### config.mk
export PLATFORM = sky130hd
export DESIGN_NAME = char_scroller_flat
export DESIGN_NICKNAME = d
export VERILOG_FILES = /design/src/rtl/char_scroller_if.sv /design/src/rtl/char_scroller.sv /design/src/flat_wrapper.sv
export SDC_FILE = /design/constraint.sdc
export NUM_CORES = 1
export LEC_CHECK = 0
export CAP_MARGIN = 20
export CORE_ASPECT_RATIO = 1.25
export CORE_UTILIZATION = 61
export DETAILED_ROUTE_END_ITERATION = 8
export PLACE_DENSITY = 0.79
export SLEW_MARGIN = 20
export SYNTH_ARGS = -nofsm -noshare
export SYNTH_HDL_FRONTEND = slang
export SYNTH_SLANG_ARGS = --single-unit
### constraint.sdc
create_clock -name Clk_i -period 5.8 [get_ports Clk_i]
set_clock_uncertainty 0.2 [all_clocks]
set_input_delay 0.58 -clock Clk_i [delete_from_list [all_inputs] [get_ports Clk_i]]
set_output_delay 0.58 -clock Clk_i [all_outputs]
set_load 0.03 [all_outputs]
### src/rtl/char_scroller_if.sv
// Write/display bundle for char_scroller.
//   master: loader/controller side (drives writes, Clear, Enable)
//   slave : scroller side (returns WrReady, CharCode, DigitSel, Length)
interface char_scroller_if #(
   parameter int unsigned DIGITS    = 4,
   parameter int unsigned MSG_DEPTH = 16
);
   localparam int unsigned LW = $clog2(MSG_DEPTH) + 1;

   logic              WrValid;
   logic [5:0]        WrChar;
   logic              WrLast;
   logic              WrReady;
   logic              Clear;
   logic              Enable;
   logic [5:0]        CharCode;
   logic [DIGITS-1:0] DigitSel;
   logic [LW-1:0]     Length;

   modport master (
      output WrValid, WrChar, WrLast, Clear, Enable,
      input  WrReady, CharCode, DigitSel, Length
   );

   modport slave (
      input  WrValid, WrChar, WrLast, Clear, Enable,
      output WrReady, CharCode, DigitSel, Length
   );
endinterface

### src/rtl/char_scroller.sv
// Message buffer and display scanner feeding a char-code to 7-segment decoder.
// Loads 6-bit character codes, then time-multiplexes them over DIGITS
// positions, scrolling with one blank gap when the message is wider than
// the display.
//   Clk_i   : clock, rising edge
//   Reset_i : asynchronous active-high reset
//   bus_io  : char_scroller_if slave (write port, Clear/Enable, scan outputs)
module char_scroller #(
   parameter int unsigned DIGITS     = 4,
   parameter int unsigned MSG_DEPTH  = 16,
   parameter int unsigned SCAN_DIV   = 50000,
   parameter int unsigned SCROLL_DIV = 25000000
) (
   input  logic            Clk_i,
   input  logic            Reset_i,
   char_scroller_if.slave  bus_io
);
   localparam int unsigned LW = $clog2(MSG_DEPTH) + 1;
   localparam int unsigned AW = (MSG_DEPTH > 1) ? $clog2(MSG_DEPTH) : 1;
   localparam int unsigned DW = (DIGITS > 1) ? $clog2(DIGITS) : 1;
   localparam int unsigned SW = $clog2(SCAN_DIV);
   localparam int unsigned RW = $clog2(SCROLL_DIV);
   localparam logic [5:0]  BLANK = 6'd36;

   typedef enum logic {S_LOAD, S_SHOW} state_e;

   state_e            state_q, state_d;
   logic [LW-1:0]     len_q, len_d;
   logic [LW-1:0]     offset_q, offset_d;
   logic [DW-1:0]     digit_q, digit_d;
   logic [SW-1:0]     scan_q, scan_d;
   logic [RW-1:0]     scroll_q, scroll_d;
   logic [5:0]        char_q, char_d;
   logic [DIGITS-1:0] sel_q, sel_d;
   logic [5:0]        mem_q [MSG_DEPTH];

   logic              wr_mem_c;
   logic [LW:0]       j_c;
   logic [5:0]        show_char_c;

   // Character for the current digit; wide messages wrap over Length+1 slots.
   always_comb begin
      j_c         = (LW+1)'(offset_q) + (LW+1)'(digit_q);
      show_char_c = BLANK;
      if (len_q <= LW'(DIGITS)) begin
         if (LW'(digit_q) < len_q)
            show_char_c = mem_q[AW'(digit_q)];
      end else begin
         // offset <= Length and digit < DIGITS < Length, so one wrap suffices
         if (j_c > (LW+1)'(len_q))
            j_c = j_c - ((LW+1)'(len_q) + (LW+1)'(1));
         if (j_c != (LW+1)'(len_q))
            show_char_c = mem_q[AW'(j_c)];
      end
   end

   // Next-state, counters and registered-output decode.
   always_comb begin
      state_d  = state_q;
      len_d    = len_q;
      offset_d = offset_q;
      digit_d  = digit_q;
      scan_d   = scan_q;
      scroll_d = scroll_q;
      char_d   = BLANK;
      sel_d    = '0;
      wr_mem_c = 1'b0;

      if (bus_io.Clear) begin
         // Clear wins over a coincident write and blanks the display at once
         state_d  = S_LOAD;
         len_d    = '0;
         offset_d = '0;
         digit_d  = '0;
         scan_d   = '0;
         scroll_d = '0;
      end else begin
         case (state_q)
            S_LOAD: begin
               if (bus_io.WrValid) begin
                  wr_mem_c = 1'b1;
                  len_d    = len_q + LW'(1);
                  if (bus_io.WrLast || (len_q == LW'(MSG_DEPTH - 1)))
                     state_d = S_SHOW;
               end
            end
            S_SHOW: begin
               sel_d  = DIGITS'(1) << digit_q;
               char_d = show_char_c;

               if (scan_q == SW'(SCAN_DIV - 1)) begin
                  scan_d  = '0;
                  digit_d = (digit_q == DW'(DIGITS - 1)) ? '0 : digit_q + DW'(1);
               end else begin
                  scan_d = scan_q + SW'(1);
               end

               if ((len_q > LW'(DIGITS)) && bus_io.Enable) begin
                  if (scroll_q == RW'(SCROLL_DIV - 1)) begin
                     scroll_d = '0;
                     offset_d = (offset_q == len_q) ? '0 : offset_q + LW'(1);
                  end else begin
                     scroll_d = scroll_q + RW'(1);
                  end
               end
            end
            default: state_d = S_LOAD;
         endcase
      end
   end

   // State and output registers.
   always_ff @(posedge Clk_i or posedge Reset_i) begin
      if (Reset_i) begin
         state_q  <= S_LOAD;
         len_q    <= '0;
         offset_q <= '0;
         digit_q  <= '0;
         scan_q   <= '0;
         scroll_q <= '0;
         char_q   <= BLANK;
         sel_q    <= '0;
      end else begin
         state_q  <= state_d;
         len_q    <= len_d;
         offset_q <= offset_d;
         digit_q  <= digit_d;
         scan_q   <= scan_d;
         scroll_q <= scroll_d;
         char_q   <= char_d;
         sel_q    <= sel_d;
      end
   end

   // Message storage; contents beyond Length are never displayed.
   always_ff @(posedge Clk_i) begin
      if (wr_mem_c)
         mem_q[AW'(len_q)] <= bus_io.WrChar;
   end

   assign bus_io.WrReady  = (state_q == S_LOAD);
   assign bus_io.CharCode = char_q;
   assign bus_io.DigitSel = sel_q;
   assign bus_io.Length   = len_q;

endmodule

### src/flat_wrapper.sv
// flat-port wrapper written by rule: the top's interface ports become plain ports
module char_scroller_flat 
#(
   parameter int unsigned DIGITS     = 4,
   parameter int unsigned MSG_DEPTH  = 16,
   parameter int unsigned SCAN_DIV   = 50000,
   parameter int unsigned SCROLL_DIV = 25000000
)
  (Clk_i, Reset_i, bus_io_WrValid, bus_io_WrChar, bus_io_WrLast, bus_io_Clear, bus_io_Enable, bus_io_WrReady, bus_io_CharCode, bus_io_DigitSel, bus_io_Length);
  char_scroller_if #(.DIGITS(DIGITS), .MSG_DEPTH(MSG_DEPTH)) bus_io_i ();
  input  logic Clk_i;
  input  logic Reset_i;
  input wire logic [$bits(bus_io_i.WrValid)-1:0] bus_io_WrValid;
  input wire logic [$bits(bus_io_i.WrChar)-1:0] bus_io_WrChar;
  input wire logic [$bits(bus_io_i.WrLast)-1:0] bus_io_WrLast;
  input wire logic [$bits(bus_io_i.Clear)-1:0] bus_io_Clear;
  input wire logic [$bits(bus_io_i.Enable)-1:0] bus_io_Enable;
  output wire logic [$bits(bus_io_i.WrReady)-1:0] bus_io_WrReady;
  output wire logic [$bits(bus_io_i.CharCode)-1:0] bus_io_CharCode;
  output wire logic [$bits(bus_io_i.DigitSel)-1:0] bus_io_DigitSel;
  output wire logic [$bits(bus_io_i.Length)-1:0] bus_io_Length;
  assign bus_io_i.WrValid = bus_io_WrValid;
  assign bus_io_i.WrChar = bus_io_WrChar;
  assign bus_io_i.WrLast = bus_io_WrLast;
  assign bus_io_i.Clear = bus_io_Clear;
  assign bus_io_i.Enable = bus_io_Enable;
  assign bus_io_WrReady = bus_io_i.WrReady;
  assign bus_io_CharCode = bus_io_i.CharCode;
  assign bus_io_DigitSel = bus_io_i.DigitSel;
  assign bus_io_Length = bus_io_i.Length;
  char_scroller #(.DIGITS(DIGITS), .MSG_DEPTH(MSG_DEPTH), .SCAN_DIV(SCAN_DIV), .SCROLL_DIV(SCROLL_DIV)) u_core (.Clk_i(Clk_i), .Reset_i(Reset_i), .bus_io(bus_io_i));
endmodule
Word-level counts from Yosys, hierarchy flattened
Memories as Yosys holds them, arrays and structs flattened.
Cells that the tools add are included.
{"block": "word_totals", "regBits": 64, "latchBits": 0, "mem_bits_rw": 96, "mem_bits_ro": 0, "input_bits": 12, "elab_cells": 78, "mem_count": 1}
{"block": "op_classes", "add_sub_neg": 8, "multipliers": 0, "div_mod_pow": 0, "magnitude_cmp": 4, "eq_ne": 7, "shifts": 1, "n_mux": 37, "n_bitwise": 1, "n_reduce_logical": 11}
{"memory": "u_core.mem_q", "depth": 16, "word_bits": 6, "rd": 2, "rd_clocked_by_memory_dff": 0, "write_ports": 1, "line_no": "char_scroller.sv:35", "text": "logic [5:0] mem_q [MSG_DEPTH];"}
{"op": "2-to-1 mux 25 bit", "n": 4}
{"op": "2-to-1 mux 16 bit", "n": 3}
{"op": "2-to-1 mux 6 bit", "n": 7}
{"op": "2-to-1 mux 5 bit", "n": 8}
{"op": "adder 25 x 1 -> 25 bit (second input constant)", "n": 1}
{"op": "equality test 25 bit (second input constant)", "n": 1}
{"op": "adder 16 x 1 -> 16 bit (second input constant)", "n": 1}
{"op": "equality test 16 bit (second input constant)", "n": 1}
{"op": "adder 5 x 1 -> 5 bit (second input constant)", "n": 2}
{"op": "nonzero test 2 bit", "n": 5}
{"op": "2-to-1 mux 1 bit", "n": 9}
{"op": "2-to-1 mux 2 bit", "n": 4}
{"op": "2-to-1 mux 4 bit", "n": 2}
{"op": "adder 5 x 1 -> 6 bit (second input constant)", "n": 1}
{"op": "adder 5 x 2 -> 6 bit", "n": 1}
{"op": "greater-than comparator 6 x 5 -> 1 bit", "n": 1}
{"op": "inequality test 6 x 5 -> 1 bit", "n": 1}
{"op": "AND reduction 2 bit", "n": 3}
{"op": "subtractor 6 bit", "n": 1}
{"op": "equality test 5 x 4 -> 1 bit (second input constant)", "n": 1}
{"op": "equality test 5 bit", "n": 1}
{"op": "greater-than comparator 5 x 3 -> 1 bit (second input constant)", "n": 1}
{"op": "<= comparator 5 x 3 -> 1 bit (second input constant)", "n": 1}
{"op": "less-than comparator 2 x 5 -> 1 bit", "n": 1}
{"op": "8 further kinds", "n": 8}

Depth between registers and ports, before layout
{"block": "depth", "ltp_word": 9, "mapped_depth": 16, "ltp_nobuf": 14}

Worst setup path before layout
OpenSTA, ideal clock, no wires.
{"block": "synth_path", "kind": "register -> register", "from": "reg u_core.offset_q[0]", "to": "reg u_core.char_q[4], in the netlist u_core.bus_io.CharCode[4]", "setup_ns": 0.122, "arrival_ns": 3.852, "required_ns": 5.478, "slack_ns": 1.626, "stages_incl_launch_ff": 16, "period_less_slack_ns": 4.174, "path_cell_list": "dfrtp_1 -> ha_1 -> fa_1 -> nand3_1 -> xor2_1 -> inv_1 -> ha_1 -> and2_4 -> a221oi_2 -> a21oi_2 -> a211oi_4 -> buf_6 -> mux2i_1 -> mux2i_1 -> a2111o_1 -> a32o_1"}
{"block": "synth_via", "elab_chain_len": 9, "elab_cells_between_ends": 11, "classes_between": "add/sub: 2; order compare: 1; eq/ne: 1; mux: 6; memory: 1"}
{"item": "start, declared", "line_no": "char_scroller.sv:29", "text": "logic [LW-1:0] offset_q, offset_d;"}
{"item": "start signal, assigned", "line_no": "char_scroller.sv:126", "text": "offset_q <= offset_d;"}
{"item": "adder 5 x 2 -> 6 bit *", "line_no": "char_scroller.sv:43", "text": "j_c = (LW+1)'(offset_q) + (LW+1)'(digit_q);"}
{"item": "subtractor 6 bit or greater-than comparator 6 x 5 -> 1 bit (tied branches)", "line_no": "char_scroller.sv:51, char_scroller.sv:50"}
{"item": "2-to-1 mux 6 bit *", "line_no": "char_scroller.sv:50", "text": "if (j_c > (LW+1)'(len_q))"}
{"item": "2-to-1 mux 6 bit *", "line_no": "char_scroller.sv:45", "text": "if (len_q <= LW'(DIGITS)) begin"}
{"item": "memory (16 x 6 bit) or inequality test 6 x 5 -> 1 bit (tied branches)"}
{"item": "2-to-1 mux 6 bit *", "line_no": "char_scroller.sv:52", "text": "if (j_c != (LW+1)'(len_q))"}
{"item": "2-to-1 mux 6 bit *", "line_no": "char_scroller.sv:45"}
{"item": "2-to-1 mux 6 bit *", "line_no": "char_scroller.sv:78", "text": "case (state_q)"}
{"item": "2-to-1 mux 6 bit *", "line_no": "char_scroller.sv:69", "text": "if (bus_io.Clear) begin"}
{"item": "named net u_core.char_d[4]", "line_no": "char_scroller.sv:33", "text": "logic [5:0] char_q, char_d;"}
{"item": "end signal, assigned", "line_no": "char_scroller.sv:130", "text": "char_q <= char_d;"}
{"item": "end, declared", "line_no": "char_scroller.sv:33"}
The timed path passes the listed nets; every way through them passes the cells marked *. The select of a mux whose other input is x is not followed.
A chain may end at the register's enable or synchronous reset.

Worst setup path after layout
{"block": "layout_path", "from": "reg u_core.digit_q[0]", "to": "reg u_core.char_q[4], in the netlist u_core.bus_io.CharCode[4]"}
{"block": "layout_via", "elab_chain_len": 9, "elab_cells_between_ends": 13, "classes_between": "add/sub: 2; order compare: 2; eq/ne: 1; mux: 7; memory: 1"}
{"item": "start, declared", "line_no": "char_scroller.sv:30", "text": "logic [DW-1:0] digit_q, digit_d;"}
{"item": "start signal, assigned", "line_no": "char_scroller.sv:127", "text": "digit_q <= digit_d;"}
{"item": "adder 5 x 2 -> 6 bit", "line_no": "char_scroller.sv:43"}
{"item": "subtractor 6 bit or greater-than comparator 6 x 5 -> 1 bit (tied branches)", "line_no": "char_scroller.sv:51, char_scroller.sv:50"}
{"item": "2-to-1 mux 6 bit", "line_no": "char_scroller.sv:50"}
{"item": "2-to-1 mux 6 bit", "line_no": "char_scroller.sv:45"}
{"item": "memory (16 x 6 bit) or inequality test 6 x 5 -> 1 bit (tied branches)"}
{"item": "2-to-1 mux 6 bit", "line_no": "char_scroller.sv:52"}
{"item": "2-to-1 mux 6 bit *", "line_no": "char_scroller.sv:45"}
{"item": "2-to-1 mux 6 bit *", "line_no": "char_scroller.sv:78"}
{"item": "2-to-1 mux 6 bit *", "line_no": "char_scroller.sv:69"}
{"item": "named net u_core.char_d[4]", "line_no": "char_scroller.sv:33"}
Marked as above.

==> metrics.json <==
{
  "outcome": {
    "run_status": "complete, no violations"
  },
  "yosys": {
    "asyncSetResetFlopFracSynth_pct": 40.00,
    "synth_enable_flop_cells": 96,
    "ys.flop_type": "sky130_fd_sc_hd__edfxtp_1",
    "syn_area_per_cell_um2": 11.62,
    "synth.ff_latch_count": 160,
    "synthesis.area_um2": 8098,
    "yosysWarnings": 0,
    "post_synth_inst_count": 697,
    "ys_seq_area_share_pct": 55.41,
    "number_of_nets_in_the_synthesized_netlist": 733,
    "synth.lib_cells_used.distinct": 74
  },
  "worst_setup_path": {
    "cp_data_arrival_time_ps": 5090,
    "worst-setup-path-type": "reg -> reg",
    "worstPathMaxFanout": 41,
    "critical_path_required_ps": 5920,
    "reg2reg_depth": 15,
    "critPathLaunchType": "register",
    "critPathCaptureType": "register"
  },
  "global_routing": {
    "grt_max_degree": 65,
    "vias_in_the_first_global_route": 5863,
    "first_pass_grt_wire_length_um": 30190,
    "grt_antenna_before_repair": 0,
    "grt_usage_pct": 29.55,
    "globalRouteOverflowTotal": 0
  },
  "clock_network": {
    "holdBufCountCts": 0,
    "clock_tree.root_cell": "sky130_fd_sc_hd__clkbuf_16",
    "worst_skew_pair.late_latency_ps": 430,
    "max-clock-path-buffers": 2,
    "htree_num_levels": 4,
    "total_clock_buffers_created_by_cts": 17,
    "clk_pin_slew_worst_paths_ps": 70,
    "cts.repair_timing.setup_buffer_count": 0,
    "post_cts_resized": 0,
    "clock_sink_count": 160,
    "cts_tree": "built"
  },
  "hold_path": {
    "hold-path-cell-count": 1,
    "worst_hold_path_type": "reg -> reg"
  },
  "layout": {
    "final_net_count": 755,
    "fillCellCount": 888,
    "fin_area_um2": 9057,
    "insertedDiodeCount": 0,
    "area_growth_syn_to_layout_pct": 11.85,
    "drive_gt1_share_pct": 9.016,
    "final_cell_mix": "96 x sky130_fd_sc_hd__edfxtp_1, 71 x sky130_fd_sc_hd__nor2_1, 62 x sky130_fd_sc_hd__dfrtp_1",
    "layout.cells.most_common": "sky130_fd_sc_hd__edfxtp_1"
  },
  "floorplan": {
    "ioPinCount": 28,
    "std_cell_rows": 46,
    "initial_utilization_pct": 63.09,
    "design.core.area_um2": 12830,
    "dieHeight_um": 130.8,
    "floorplan.die_area_um2": 13740,
    "fp.dieW_um": 105.1
  },
  "timing": {
    "worst_slew_pin_slew_ps": 1076,
    "timing.final.crit_period_ps": 4967,
    "fmax_ghz": 0.2013,
    "final_setup_fails": 0,
    "report.final.hold_viol_count": 0,
    "slew_headroom_pct": 27.66,
    "slew_violations": 0,
    "period_share_pct": 85.63,
    "totalNegativeSetupSlack_ps": 0,
    "rsz0062_at_grt": "no",
    "setup_ws_post_layout_ps": 833.5
  },
  "place": {
    "detailed_place.area_um2": 8463,
    "minimum_setup_slack_after_placement_ps": 887.2,
    "io_buffers": 27,
    "detailedPlacementHpwl_um": 13360,
    "gp_congestion": 0.9164
  },
  "detailed_routing": {
    "drc_errors": 0,
    "drt-pass1-iter-count": 5,
    "vias_per_cell": 6.427,
    "antenna_left": 0,
    "num_vias": 5784,
    "routed_wirelength_um": 18890,
    "avgRoutedWirePerCell_um": 20.99,
    "detail_route.iter0.violations": 342
  },
  "power_and_ir_drop": {
    "total_leakage_power_nw": 3.556,
    "power.switching_fraction_pct": 33.03,
    "power.switching_mw": 1.086,
    "share_clk_of_total_power_pct": 33.8,
    "power_frac_seq_pct": 37.9,
    "power_per_cell_area_nw_per_um2": 363.1,
    "power.combinational.fraction_pct": 28.3,
    "power.ir.vdd_worst_v": 0.0002348,
    "power_report.internal_total_mw": 2.202
  },
  "flow_run": {
    "maxCapViolCount": 0
  }
}
==> Yosys cell counts, types with 4 or more instances <==
library cell | number | share of area, %
sky130_fd_sc_hd__a32oi_1 | 4 | 0.43
sky130_fd_sc_hd__a21oi_1 | 18 | 1.1
sky130_fd_sc_hd__nand2b_1 | 8 | 0.62
sky130_fd_sc_hd__buf_2 | 5 | 0.31
sky130_fd_sc_hd__dfrtp_1 | 62 | 19
sky130_fd_sc_hd__a311o_1 | 4 | 0.49
sky130_fd_sc_hd__edfxtp_1 | 96 | 36
sky130_fd_sc_hd__nor2b_1 | 13 | 1.0
sky130_fd_sc_hd__and2_1 | 8 | 0.62
sky130_fd_sc_hd__mux4_2 | 6 | 1.7
sky130_fd_sc_hd__o31ai_1 | 10 | 0.93
sky130_fd_sc_hd__nand4_1 | 12 | 0.93
sky130_fd_sc_hd__a21o_1 | 8 | 0.74
sky130_fd_sc_hd__ha_1 | 22 | 3.4
sky130_fd_sc_hd__o21ai_0 | 47 | 2.9
sky130_fd_sc_hd__xor2_1 | 29 | 3.1
sky130_fd_sc_hd__and3_1 | 10 | 0.77
sky130_fd_sc_hd__nor2_1 | 71 | 3.3
sky130_fd_sc_hd__inv_1 | 16 | 0.74
sky130_fd_sc_hd__a22oi_1 | 5 | 0.46
sky130_fd_sc_hd__nor3_1 | 13 | 0.80
sky130_fd_sc_hd__clkbuf_1 | 17 | 0.79
sky130_fd_sc_hd__xnor2_1 | 14 | 1.5
sky130_fd_sc_hd__nand3_1 | 29 | 1.8
sky130_fd_sc_hd__o211ai_1 | 5 | 0.46
sky130_fd_sc_hd__mux2i_1 | 40 | 4.9
sky130_fd_sc_hd__nand2_1 | 51 | 2.4
==> worst max-delay path, cell delays in order, from the launching register on <==
cell and delay, ps:
sky130_fd_sc_hd__dfrtp_1 610, sky130_fd_sc_hd__ha_1 340, sky130_fd_sc_hd__fa_1 400, sky130_fd_sc_hd__nand3_1 100
sky130_fd_sc_hd__xor2_1 230, sky130_fd_sc_hd__inv_1 90, sky130_fd_sc_hd__ha_1 370, sky130_fd_sc_hd__and2_4 210
sky130_fd_sc_hd__a221oi_2 430, sky130_fd_sc_hd__a21oi_2 230, sky130_fd_sc_hd__a211oi_4 320, sky130_fd_sc_hd__buf_12 290
sky130_fd_sc_hd__mux2i_1 240, sky130_fd_sc_hd__mux2i_1 110, sky130_fd_sc_hd__a2111o_1 450, sky130_fd_sc_hd__a32o_1 240
==> flip-flops by register name, summed over array words and instances, names as in the netlist <==
register and flops:
u_core.bus_io.CharCode 6, u_core.bus_io.DigitSel 4, u_core.bus_io.Length 5, u_core.digit_q 2, u_core.mem_q 96, u_core.offset_q 5
u_core.scan_q 16, u_core.scroll_q 25, u_core.state_q 1
==> cell families after synthesis <==
kind of cell	share of synthesized area [%]
AND/OR/NAND/NOR	14.42
flip-flops	55.41
AO/OA/AOI/OAI	12.01
multiplexers	6.891
buffers and inverters	2.735
XOR/XNOR	4.651
adder cells (fa/ha/maj)	3.894
==> path summary, 6_finish.rpt <==
path	startpoint	end	slack (ps)
setup / recovery	u_core.digit_q[0]$_DFFE_PP0P_	u_core.bus_io.CharCode[4]$_DFF_PP0_	830
hold / removal	u_core.scroll_q[4]$_DFFE_PP0P_	u_core.scroll_q[4]$_DFFE_PP0P_	290
setup reg to reg	u_core.digit_q[0]$_DFFE_PP0P_	u_core.bus_io.CharCode[4]$_DFF_PP0_	830
hold reg to reg	u_core.scroll_q[4]$_DFFE_PP0P_	u_core.scroll_q[4]$_DFFE_PP0P_	290
max in group asynchronous	Reset_i	u_core.offset_q[4]$_DFFE_PP0P_	4350
min in group asynchronous	Reset_i	u_core.scroll_q[15]$_DFFE_PP0P_	510
==> per-layer routing <==
layer	track usage [%]	up-vias	routed length, µm
li1	-	2625	-
met5	0	-	0
met4	18.31	0	947
met1	33.49	2824	7163
met2	52.20	263	9696
met3	5.704	72	1079
==> metrics by stage <==
step	util (%)	hold slack (ps)	power, mW	instances
2_1_floorplan	-	237.0	1.973	697
3_3_place_gp	65.94	258.1	2.167	868
3_5_place_dp	65.94	281.9	2.177	868
4_1_cts	70.57	290.5	3.288	900
5_1_grt	70.57	316.8	3.407	900
6_report	70.57	293.8	3.289	900
==> cell type report <==
class                           instances  area [µm²]  share of cell area, %
Clock buffer                           17       425.4                  4.697
Clock inverter                         15       168.9                  1.865
Inverter                               17       63.81                 0.7045
Multi-Input combinational cell        492        3390                  37.42
Sequential cell                       160        4487                  49.54
Tap cell                              168       210.2                  2.321
Timing Repair Buffer                   31       312.8                  3.454
==> power groups by stage <==
stage | Clock [mW] | Combinational [mW] | Sequential [mW]
2_1_floorplan | 0 | 0.704 | 1.27
6_report | 1.11 | 0.931 | 1.25
5_1_grt | 1.17 | 0.991 | 1.25
3_5_place_dp | 0 | 0.908 | 1.27
4_1_cts | 1.12 | 0.919 | 1.25
3_3_place_gp | 0 | 0.899 | 1.27
Power figures use the tool's default switching activity.
